File: src/rtl/mac_accumulator.sv
// mac_accumulator
//   Sums NUM_TERMS consecutive unsigned products from the bit-serial
//   multiplier into one saturating dot-product result.
//
// Ports
//   clk           : rising-edge clock
//   rst           : asynchronous, active-high reset
//   clear         : synchronous batch abort (drops any product in the same cycle)
//   product_in    : unsigned product, qualified by product_valid
//   product_valid : one-cycle pulse, product_in is valid
//   acc_out       : registered batch sum (holds between pulses)
//   acc_valid     : one-cycle pulse, acc_out/acc_overflow just updated
//   acc_overflow  : batch saturated, registered alongside acc_out
//   busy          : partial batch held (state ACCUM)
//   term_count    : products accepted in the current batch
//
// Handshake: there is no backpressure. A product is taken on every rising
// edge where product_valid=1 and clear=0; the consumer must capture acc_out
// in the cycle acc_valid=1.
module mac_accumulator #(
    parameter int PRODUCT_WIDTH = 32,
    parameter int ACC_WIDTH     = 40,
    parameter int NUM_TERMS     = 8
) (
    input  logic                           clk,
    input  logic                           rst,
    input  logic                           clear,
    input  logic [PRODUCT_WIDTH-1:0]       product_in,
    input  logic                           product_valid,
    output logic [ACC_WIDTH-1:0]           acc_out,
    output logic                           acc_valid,
    output logic                           acc_overflow,
    output logic                           busy,
    output logic [$clog2(NUM_TERMS+1)-1:0] term_count
);

    localparam int CW = $clog2(NUM_TERMS + 1);
    localparam logic [CW-1:0] LAST_IDX  = CW'(NUM_TERMS - 1);
    localparam logic [CW-1:0] FULL_CNT  = CW'(NUM_TERMS);
    localparam logic [CW-1:0] ONE_CNT   = CW'(1);

    typedef enum logic [1:0] {
        IDLE  = 2'd0,
        ACCUM = 2'd1,
        EMIT  = 2'd2
    } state_t;

    state_t state;
    state_t state_next;

    logic [ACC_WIDTH-1:0] acc;
    logic                 ovf;

    logic [ACC_WIDTH-1:0] product_ext;
    logic [ACC_WIDTH:0]   sum;
    logic                 carry;
    logic [ACC_WIDTH-1:0] sat_sum;

    logic take;
    logic load_first;
    logic add_term;
    logic finish;

    // One extra bit catches the carry; any carry saturates the result.
    assign product_ext = ACC_WIDTH'(product_in);
    assign sum         = {1'b0, acc} + {1'b0, product_ext};
    assign carry       = sum[ACC_WIDTH];
    assign sat_sum     = carry ? {ACC_WIDTH{1'b1}} : sum[ACC_WIDTH-1:0];

    // clear outranks a product arriving in the same cycle.
    assign take       = product_valid && !clear;
    // The EMIT cycle accepts the first term of the next batch, same as IDLE.
    assign load_first = take && (state != ACCUM);
    assign add_term   = take && (state == ACCUM);
    // With a single-term batch the first term is also the final one.
    assign finish     = (load_first && (NUM_TERMS == 1)) ||
                        (add_term && (term_count == LAST_IDX));

    // State register
    always_ff @(posedge clk or posedge rst) begin
        if (rst) begin
            state <= IDLE;
        end else begin
            state <= state_next;
        end
    end

    // Next-state logic
    always_comb begin
        state_next = state;
        if (clear) begin
            state_next = IDLE;
        end else begin
            case (state)
                IDLE, EMIT: begin
                    if (load_first) begin
                        state_next = finish ? EMIT : ACCUM;
                    end else begin
                        state_next = IDLE;
                    end
                end
                ACCUM: begin
                    if (finish) begin
                        state_next = EMIT;
                    end
                end
                default: state_next = IDLE;
            endcase
        end
    end

    // Outputs decoded from the state register
    always_comb begin
        busy      = (state == ACCUM);
        acc_valid = (state == EMIT);
    end

    // Accumulator datapath
    always_ff @(posedge clk or posedge rst) begin
        if (rst) begin
            acc          <= '0;
            ovf          <= 1'b0;
            term_count   <= '0;
            acc_out      <= '0;
            acc_overflow <= 1'b0;
        end else if (clear) begin
            // Result registers keep the last completed batch.
            acc        <= '0;
            ovf        <= 1'b0;
            term_count <= '0;
        end else if (finish) begin
            acc_out      <= load_first ? product_ext : sat_sum;
            acc_overflow <= load_first ? 1'b0 : (ovf | carry);
            acc          <= '0;
            ovf          <= 1'b0;
            term_count   <= FULL_CNT;
        end else if (load_first) begin
            // First term replaces the old value; no add, so no saturation.
            acc        <= product_ext;
            ovf        <= 1'b0;
            term_count <= ONE_CNT;
        end else if (add_term) begin
            acc        <= sat_sum;
            ovf        <= ovf | carry;
            term_count <= term_count + ONE_CNT;
        end else if (state == EMIT) begin
            term_count <= '0;
        end
    end

endmodule

File: config.mk
export PLATFORM = sky130hd
export DESIGN_NAME = mac_accumulator
export DESIGN_NICKNAME = d
export VERILOG_FILES = /design/src/rtl/mac_accumulator.sv
export SDC_FILE = /design/constraint.sdc
export NUM_CORES = 1
export LEC_CHECK = 0
export BUFFER_PORTS_ARGS = -buffer_cell sky130_fd_sc_hd__buf_4
export CAP_MARGIN = 20
export CORE_MARGIN = 4
export CORE_UTILIZATION = 40
export CTS_CLUSTER_DIAMETER = 60
export DETAILED_ROUTE_END_ITERATION = 10
export GPL_TIMING_DRIVEN = 1
export PLACE_DENSITY = 0.62
export SLEW_MARGIN = 15
export SYNTH_ARGS = -nofsm -noshare
export SYNTH_HDL_FRONTEND = slang
export SYNTH_SLANG_ARGS = --single-unit
File: constraint.sdc
create_clock -name clk -period 3.3 [get_ports clk]
set_input_delay 0.66 -clock clk [delete_from_list [all_inputs] [get_ports clk]]
set_output_delay 0.66 -clock clk [all_outputs]
set_load 0.005 [all_outputs]
Yosys cells after proc, flatten, opt, wreduce, memory -nomap -nowiden. Cells that the tools add are included.

Register bits: 88. Input port bits: 36. Logic and storage cells: 46. Output and inout bits: 47.

Add/subtract/negate cells: 2. Reduce and logical (&&, ||, !) cells: 10. Muxes and demuxes: 21. Bitwise operators: 2. Equality and inequality tests: 5.

Operator list (number): 40-bit 2-to-1 mux (6); 40-bit by 32-bit adder with 41-bit output (1); 4-bit 2-to-1 mux (5); 2-bit 2-to-1 mux (4); 1-bit 2-to-1 mux (5); 5-bit nonzero test (1); 4-bit by 1-bit adder with 4-bit output, second input constant (1); 4-bit by 3-bit equality test with 1-bit output, second input constant (1); 1-bit logical AND (4); 2-bit case mux with 2 select lines (1); 4-bit nonzero test (1); 3-bit by 2-bit inequality test with 1-bit output, second input constant (1); 2-bit by 1-bit equality test with 1-bit output, second input constant (1); 2-bit equality test, second input constant (1); 2-bit zero test (1); 2-bit by 1-bit inequality test with 1-bit output, second input constant (1); 2-bit AND reduction (1); 2-bit OR reduction (1); 1-bit zero test (1); 1-bit NOT (1); 1-bit bitwise OR (1).

Depth between registers and ports, before layout. Gate-level depths: netlist of run 1.

Word-level depth: 8. Depth in mapped cells: 12. Mapped depth without buffers: 10.

Worst setup path before layout of run 1. No wires, ideal clock.

Kind: input port to flip-flop. From: input port product_in[0]. To: register acc_out[17]. Stages: 11. Slack: 0.183 ns. Path buffers: 1. Library setup time: 0.125 ns. Data required time: 3.175 ns. Arrival time: 2.992 ns. Cells stage by stage: ha_1 fa_1 a21o_1 a221o_1 a21oi_2 a211oi_1 or2_1 buf_6 a21oi_4 o22ai_1 mux2_2.

Longest elaborated chain between the ends: 3.

RTL lines: start, declared (RTL line 28) `input logic [PRODUCT_WIDTH-1:0] product_in,`; 40-bit by 32-bit adder with 41-bit output (RTL line 66) `assign sum = {1'b0, acc} + {1'b0, product_ext};`; 40-bit 2-to-1 mux (RTL line 68) `assign sat_sum = carry ? {ACC_WIDTH{1'b1}} : sum[ACC_WIDTH-1:0];`; 40-bit 2-to-1 mux (RTL line 132) `acc_out <= load_first ? product_ext : sat_sum;`; end signal, assigned (RTL line 132); end, declared (RTL line 30) `output logic [ACC_WIDTH-1:0] acc_out,`.

No other way between the ends. A chain may end at the register's enable or synchronous reset.

Worst setup path in the final report of run 1.
From: input port product_in[0]. To: register acc_out[22].

Same word-level chain as after synthesis.

==> impl_metrics.csv, run 1 <==
group,metric,value,unit
status,status,"finished, final reports clean",
cts,ctsHoldBuffers,0,
cts,cts_tree,"done",
detailed_routing,ant_nets,0,
placed_design,place_inst,958,
die,boundaryPins,83,
yosys,yosys.cell_types.count,61,
grt,antenna_found_initial,0,
die,initial_core_util,41.24,%
yosys,synth_top_area_share,38.17,%
worst_setup_path,startpoint_type,"input port",
sta,rsz0062_at_grt,"no",
cts,htreeDepth,3,
detailed_routing,wire_per_inst,17.20,um
sta,min_period_over_period,91.71,%
grt,grt-ovfl-total,0,
sta,fin_ws,0.2735,ns
hold_path,hp-class,"in -> async",
final_layout,num_antenna_cells,0,
power,power.total,3.242,mW
detailed_routing,drt_iter0_markers,388,
yosys,async_reset_ff_share,100.0,%
yosys,syn_inst,684,
die,row_count,43,
grt,grt_pass1_wl,27.59,mm
grt,grt_usage,20.87,%
power,leakage,3.434,nW
detailed_routing,drc,0,
final_layout,fin_nets,859,
cts,cts-resized-gates,0,
cts,clk_pin_slew_worst_paths,0.07,ns
yosys,yosys.area.top_type,"dfrtp_1",
cts,clockBufferDepth,2,
sta,fin_setup_tns,0,ns
yosys,synth-seq-cells,88,
detailed_routing,dr.pass1.iters,5,
die,dieArea,16410,um^2
power,irDropWorstVdd,233.6,uV
grt,grt_max_degree,89,
cts,cts_made_buffers,9,
placed_design,dp_hpwl,12.66,mm
sta,whs,0.3780,ns
worst_setup_path,path_class,"in -> reg",
die,die_w,128.1,um
final_layout,fin_area,7103,um^2
final_layout,syn_to_final_growth,23.12,%
cts,ctsRootBufferMaster,"clkbuf_16",
sta,max_slew_margin,51.07,%
yosys,syn_area_per_cell,8.435,um^2
yosys,syn-num-nets,754,
power,powerDensity,456.4,nW/um^2
detailed_routing,drt_wl_total,16.75,mm
worst_setup_path,critical_path_arrival,3.26,ns
placed_design,post_dp_cell_area,6809,um^2
sta,finalClockSkew,0.01136,ns
grt,grt_pass1_vias,5466,
die,core-area,13990,um^2
worst_setup_path,cp.required,3.54,ns
sta,period_minus_slack,3.027,ns
sta,setup_viol,0,
worst_setup_path,end_kind,"flip-flop",
detailed_routing,route.detailed.vias_per_inst,5.624,
cts,clock-sinks,88,
cts,clk_latency,0.35,ns
final_layout,final_util,50.78,%
yosys,syn_area,5769,um^2
yosys,synth.most_common_cell,"nand2_1",
sta,finalMaxSlewViolations,0,
yosys,yosysWarningCount,0,
yosys,synth_common_cells,"nand2_1, dfrtp_1, o21ai_0",
detailed_routing,dr_total_vias,5478,
die,die_h,128.1,um
final_layout,fin_cells,974,
yosys,ys.flop_type,"dfrtp_1",
final_layout,drive_above_1_share,20.28,%
job,drv_cap,0,
yosys,ys_seq_area_share,38.17,%
worst_setup_path,cp_max_fo,3,
placed_design,post-place-ws,-0.06803,ns
sta,hold_viol_final,0,
yosys,synthTopCellsByArea,"dfrtp_1, ha_1, o21ai_0, nand2_1, nor2_1",
placed_design,gp_congestion,0.9017,
cts,post-cts-setup-buffers,0,
sta,worst_slew_pin_slew,0.7312,ns
yosys,synth_edf_count,0,
placed_design,portBuffers,82,
sta,fmax,0.3304,GHz
-- flip-flops by register name (all words and copies together), names as in the netlist --
| register | cells |
|---|---|
| ovf | 1 |
| acc | 40 |
| term_count | 4 |
| acc_overflow | 1 |
| state | 2 |
| acc_out | 40 |
-- layout by cell type (no fill, tap or decap), drive strengths merged, types with 2 or more instances in the layout --
cell and count:
a211oi 3, a21boi 3, a21o 10, a21oi 57
a22o 20, a311oi 2, a31o 2, a31oi 19
and2 2, and3 10, buf 126, clkbuf 10
clkinv 3, dfrtp 88, ha 33, inv 15
mux2 6, mux2i 6, nand2 97, nand2b 6
nand3 17, nand4 10, nor2 74, nor2b 3
nor3 11, o2111ai 2, o211ai 7, o21a 3
o21ai 78, o21bai 9, o22a 4, o22ai 3
o31ai 2, or2 2, or3 2, xnor2 23
xor2 9
-- power by group --
group	internal, mW	switching [mW]
clock network	0.591	0.464
logic	0.421	0.592
registers	1.13	0.0393
total	2.15	1.10
-- routing by layer --
layer  global-route usage, %  wire length, um
met4                   6.804              385
met5                       0                0
met2                   34.53             7784
met3                   3.917              770
met1                   27.57             7811
-- cell type report --
type / count / area, um^2
timing repair buffer: 126 / 958.4
inverter: 14 / 53.80
clock buffer: 10 / 229.0
clock inverter: 6 / 65.06
sequential: 88 / 2202
multi-input combinational: 550 / 3369
fill: 1355 / 6885
tap: 180 / 225.2
-- logic make-up (layout without fill, tap and decap cells) --
| kind of cell | Yosys count | count (layout) | share of synthesized area [%] |
|---|---|---|---|
| AOI/OAI and AO/OA | 234 | 234 | 25.92 |
| xor gates and xnor gates | 32 | 32 | 4.858 |
| adders and majority gates | 34 | 34 | 7.504 |
| buffers and inverters | 46 | 156 | 3.470 |
| DFF | 88 | 88 | 38.17 |
| muxes | 12 | 12 | 2.212 |
| and+or+nand+nor | 238 | 238 | 17.87 |
-- worst max-delay path, cell delays in order --
cell and delay [ns]:
buf_4 0.12, ha_1 0.22, fa_1 0.39, a21o_1 0.22, a221oi_1 0.33, o211ai_1 0.24, a21oi_1 0.31, o21ai_0 0.17
xnor2_1 0.18, a31oi_1 0.14, mux2_2 0.28
-- final timing paths --
| check | start | end | slack (ns) | cells past startpoint |
|---|---|---|---|---|
| worst max-delay path | product_in[0] | acc_out[22] | 0.27 | 11 |
| worst min-delay path | rst | acc[16] | 0.38 | 3 |
| worst max register to register | acc[0] | acc_out[22] | 0.31 | 10 |
| worst min register to register | acc_out[20] | acc_out[20] | 0.48 | 2 |
| max in group asynchronous | rst | acc_out[12] | 2.49 | 3 |
| min in group clk | acc_out[20] | acc_out[20] | 0.48 | 2 |
(Power assumes the default switching activity.)
==> run 2: changes to the inputs <==
--- a/config.mk
+++ b/config.mk
@@ -7,11 +7,12 @@
 export LEC_CHECK = 0
 export BUFFER_PORTS_ARGS = -buffer_cell sky130_fd_sc_hd__buf_4
 export CAP_MARGIN = 20
-export CORE_MARGIN = 4
+export CORE_MARGIN = 1
 export CORE_UTILIZATION = 40
 export CTS_CLUSTER_DIAMETER = 60
 export DETAILED_ROUTE_END_ITERATION = 10
 export GPL_TIMING_DRIVEN = 1
+export MAX_ROUTING_LAYER = met4
 export PLACE_DENSITY = 0.62
 export SLEW_MARGIN = 15
 export SYNTH_ARGS = -nofsm -noshare
==> impl_metrics.csv, run 2 (synthesis results as in run 1) <==
group,metric,value,unit
worst_setup_path,crit_path_frequent_cell,"buf_4",
detailed_routing,dr.pass1.iters,5,
placed_design,dp_hpwl,13.66,mm
sta,worst_slew_pin_slew,1.016,ns
grt,grt_pass1_vias,5500,
sta,setup_viol,0,
worst_setup_path,end_kind,"flip-flop",
detailed_routing,drt_iter0_markers,394,
detailed_routing,drt_wl_total,17.94,mm
sta,fin_ws,0.2098,ns
placed_design,post-place-ws,-0.1247,ns
power,clkPwrFrac,33.7,%
sta,finalMaxSlewViolations,0,
worst_setup_path,worstPathCellList,"buf_4 -> ha_1 -> fa_1 -> a21o_1 -> a221o_1 -> a21oi_2 -> a211oi_1 -> or2_1 -> a21oi_4 -> buf_4 -> a2bb2oi_1 -> o21ai_0",
sta,max_slew_margin,32.20,%
status,status,"finished, final reports clean",
grt,antenna_found_initial,0,
power,switching_power,1.124,mW
sta,min_period_over_period,93.64,%
die,die_w,122.1,um
detailed_routing,route.detailed.vias_per_inst,5.712,
power,leakage,3.481,nW
sta,hold_viol_final,0,
detailed_routing,wire_per_inst,18.32,um
final_layout,num_antenna_cells,0,
final_layout,fin_area,7183,um^2
worst_setup_path,timing.critical_path.buf_inv,2,
placed_design,portBuffers,82,
worst_setup_path,crit_path_top_delay_cell,"fa_1",
power,powerDensity,468.0,nW/um^2
cts,clk_pin_slew_worst_paths,0.07,ns
worst_setup_path,path_class,"in -> reg",
worst_setup_path,critical_path_arrival,3.31,ns
final_layout,drive_above_1_share,20.90,%
cts,ctsHoldBuffers,0,
worst_setup_path,crit_family,"compound AO/OA/AOI/OAI gates",
placed_design,gp_congestion,0.9540,
placed_design,post_dp_cell_area,6867,um^2
final_layout,final_common_cell,"buf_4",
final_layout,syn_to_final_growth,24.51,%
cts,clock-sinks,88,
sta,rsz0062_at_grt,"no",
die,initial_core_util,41.24,%
grt,grt-ovfl-total,0,
final_layout,final_cell_mix,"buf_4, nand2_1, dfrtp_1",
power,switching_share,33.43,%
worst_setup_path,startpoint_type,"input port",
grt,grt_usage,26.06,%
detailed_routing,dr_total_vias,5592,
cts,clk_latency,0.36,ns
power,p_comb_share,31.3,%
die,die_h,122.1,um
cts,cts-resized-gates,0,
worst_setup_path,cp_max_fo,8,
die,core-area,13990,um^2
detailed_routing,ant_nets,0,
grt,grt_pass1_wl,28.69,mm
final_layout,fin_nets,865,
die,row_count,43,
grt,grt_max_degree,54,
worst_setup_path,cp.required,3.52,ns
worst_setup_path,path_depth,12,
cts,clockBufferDepth,2,
sta,period_minus_slack,3.090,ns
die,boundaryPins,83,
job,drv_cap,0,
sta,finalClockSkew,0.01114,ns
worst_setup_path,cpPeakStageDelay,0.40,ns
hold_path,hp-class,"in -> async",
cts,ctsRootBufferMaster,"clkbuf_16",
power,irDropWorstVdd,216.2,uV
final_layout,reg_top3,"acc x40, acc_out x40, term_count x4",
cts,htreeDepth,3,
power,seq_power_share,34.9,%
power,internal_power,2.238,mW
cts,cts_tree,"done",
cts,cts_made_buffers,9,
detailed_routing,drc,0,
die,dieArea,14910,um^2
sta,fmax,0.3236,GHz
worst_setup_path,rr_worst_depth,11,
cts,post-cts-setup-buffers,0,
[run 2: per-stage QoR]
stage               TNS [ns]  std cells  power (mW)  util (%)  hold slack, ns
floorplan                  0        684       1.875         -          0.4530
global placement     -0.1152        964       2.234     49.09          0.4567
detailed placement   -0.5312        964       2.241     49.09          0.4687
CTS                        0        979       3.372     51.35          0.4147
global route               0        979       3.520     51.35          0.4447
finish                     0        979       3.362     51.35          0.3858
[run 2: path summary, 6_finish.rpt]
kind / from / endpoint / slack, ns
worst max register to register: acc[0] / acc[29] / 0.24
worst min-delay path: rst / acc_out[15] / 0.39
min in group clk: acc_overflow / acc_overflow / 0.48
worst min register to register: acc_overflow / acc_overflow / 0.48
max in group asynchronous: rst / term_count[2] / 2.20
worst max-delay path: product_in[0] / acc[29] / 0.21
[run 2: layer usage]
| metal | routed length, um | vias to the layer above | GRT usage (%) |
|---|---|---|---|
| met5 | 0 | - | - |
| met3 | 748 | 23 | 2.575 |
| met4 | 324 | 0 | 8.460 |
| met1 | 7815 | 2705 | 31.68 |
| li1 | - | 2695 | - |
| met2 | 9049 | 169 | 45.20 |
[run 2: power by group through the flow]
stage	combinational [mW]	clock (mW)	sequential, mW
global route	1.16	1.18	1.18
global placement	1.04	0	1.19
CTS	1.05	1.14	1.17
finish	1.05	1.13	1.17
floorplan	0.694	0	1.18
detailed placement	1.05	0	1.19
[run 2: final cells by class]
cell class / count / area, um^2
clock buffers: 9 / 225.2
clock inverters: 6 / 91.34
fillers: 1344 / 6805
inverters: 14 / 53.80
multi-input cells: 550 / 3369
flip-flops and latches: 88 / 2202
well taps: 180 / 225.2
repair buffers: 132 / 1016
==> run 3: changes to the inputs <==
--- a/config.mk
+++ b/config.mk
@@ -12,8 +12,7 @@
 export CTS_CLUSTER_DIAMETER = 60
 export DETAILED_ROUTE_END_ITERATION = 10
 export GPL_TIMING_DRIVEN = 1
-export MAX_ROUTING_LAYER = met4
-export PLACE_DENSITY = 0.62
+export PLACE_DENSITY = 0.61
 export SLEW_MARGIN = 15
 export SYNTH_ARGS = -nofsm -noshare
 export SYNTH_HDL_FRONTEND = slang
==> impl_metrics.csv, run 3 (synthesis results as in run 1) <==
group,metric,value,unit
status,status,"finished, final reports clean",
worst_setup_path,worstPathCellList,"buf_4 -> ha_1 -> fa_1 -> a21o_1 -> a221oi_1 -> o211ai_1 -> a31oi_1 -> buf_4 -> a41oi_1 -> xnor2_1 -> nand2_1 -> a22o_1",
final_layout,multiInputGateArea,3369,um^2
placed_design,place_inst,961,
detailed_routing,wire_per_inst,17.46,um
worst_setup_path,startpoint_type,"input port",
sta,min_period_over_period,91.60,%
grt,grt_pass1_wl,27.38,mm
cts,cts-resized-gates,0,
power,powerDensity,446.7,nW/um^2
cts,ctsHoldBuffers,0,
final_layout,final_cell_mix,"buf_4, nand2_1, dfrtp_1",
grt,grt-ovfl-total,0,
sta,hold_viol_final,0,
sta,finalClockSkew,0.005114,ns
final_layout,reg_top3,"acc x40, acc_out x40, term_count x4",
cts,cts_tree,"done",
final_layout,final_common_cell,"buf_4",
cts,ctsRootBufferMaster,"clkbuf_16",
power,leakage,3.428,nW
cts,htreeDepth,3,
sta,period_minus_slack,3.023,ns
final_layout,fin_area,7087,um^2
sta,fmax,0.3308,GHz
worst_setup_path,cp.required,3.54,ns
die,die_w,122.1,um
worst_setup_path,crit_path_frequent_cell,"buf_4",
die,die_h,122.1,um
placed_design,post_dp_cell_area,6819,um^2
sta,fin_setup_tns,0,ns
detailed_routing,drt_iter0_markers,335,
job,drv_cap,0,
placed_design,dp_hpwl,13.33,mm
die,dieArea,14910,um^2
sta,finalMaxSlewViolations,0,
detailed_routing,highest-signal-layer,"met4",
worst_setup_path,cp_max_fo,3,
final_layout,fin_cells,977,
hold_path,hp-class,"in -> async",
detailed_routing,ant_nets,0,
detailed_routing,wl_met1,7.315,mm
final_layout,fin_nets,862,
worst_setup_path,path_class,"in -> reg",
final_layout,drive_above_1_share,20.33,%
worst_setup_path,critical_path_arrival,3.26,ns
sta,worst_slew_pin_slew,0.8349,ns
detailed_routing,drc,0,
sta,rsz0062_at_grt,"no",
cts,post-cts-setup-buffers,0,
sta,max_slew_margin,44.13,%
detailed_routing,dr_total_vias,5470,
final_layout,syn_to_final_growth,22.84,%
cts,clk_latency,0.34,ns
worst_setup_path,end_kind,"flip-flop",
die,initial_core_util,41.24,%
die,boundaryPins,83,
detailed_routing,route.detailed.vias_per_inst,5.599,
die,row_count,43,
grt,grt_pass1_vias,5359,
worst_setup_path,cpPeakStageDelay,0.41,ns
cts,cts_made_buffers,9,
grt,antenna_found_initial,0,
detailed_routing,wl_met2,8.474,mm
cts,clockBufferDepth,2,
sta,setup_viol,0,
placed_design,portBuffers,82,
cts,clock-sinks,88,
grt,grt_usage,23.92,%
cts,clk_pin_slew_worst_paths,0.06,ns
grt,grt_max_degree,47,
sta,whs,0.4546,ns
final_layout,ff_latch_area,2202,um^2
die,core-area,13990,um^2
power,irDropWorstVdd,232.5,uV
final_layout,fillers,1376,
worst_setup_path,crit_path_top_delay_cell,"fa_1",
detailed_routing,dr.pass1.iters,5,
detailed_routing,met3_length,690,um
detailed_routing,drt_wl_total,17.06,mm
placed_design,gp_congestion,0.8989,
power,power.total,3.165,mW
final_layout,num_antenna_cells,0,
-- run 3: cell count changes in the layout (fill, tap and decap cells not counted), sizes merged --
cell and delta:
clkbuf +4, inv -2, clkinvlp +1, bufinv -2, buf -3
-- run 3: report_power, final --
part	total (mW)	leakage [nW]	switching, mW	internal [mW]
Combinational	1.04	2.10	0.612	0.427
Clock	0.955	0.130	0.426	0.530
Sequential	1.17	1.20	0.0356	1.13
Total	3.17	3.43	1.07	2.09
-- run 3: final timing paths --
| check | to | cells after the start | slack [ns] | from |
|---|---|---|---|---|
| max in group asynchronous | acc[14] | 3 | 2.40 | rst |
| worst max-delay path | acc[30] | 12 | 0.28 | product_in[0] |
| worst max register to register | acc[30] | 11 | 0.32 | acc[0] |
| worst min register to register | acc_out[16] | 2 | 0.48 | acc_out[16] |
| worst min-delay path | acc_out[36] | 3 | 0.45 | rst |
| min in group clk | acc_out[16] | 2 | 0.48 | acc_out[16] |
-- run 3: per-stage QoR --
step	setup slack, ns	util, %
final	0.2770	50.66
after CTS	0.2844	50.66
after floorplan	0.1830	-
after global placement	-0.06518	48.75
after detailed placement	-0.08004	48.75
after global routing	0.06021	50.66
-- run 3: area by class of cell --
cell class	count	share of cell area (%)
inverter	14	0.7592
tap	180	3.178
multi-input combinational	550	47.55
sequential	88	31.07
timing repair buffer	129	13.67
clock buffer	13	3.531
clock inverter	3	0.2472
-- run 3: worst max-delay path: cells and delay by family --
family          cells  cell delay (ns)
buf+inv             2             0.27
simple gates        1             0.10
fa+ha+maj           2             0.63
compound gates      6             1.32
xor+xnor            1             0.28
-- run 3: per-layer routing --
metal | vias up | track usage, %
li1 | 2680 | -
met5 | - | 0
met1 | 2611 | 29.06
met3 | 34 | 3.886
met2 | 145 | 42.06
met4 | 0 | 9.375
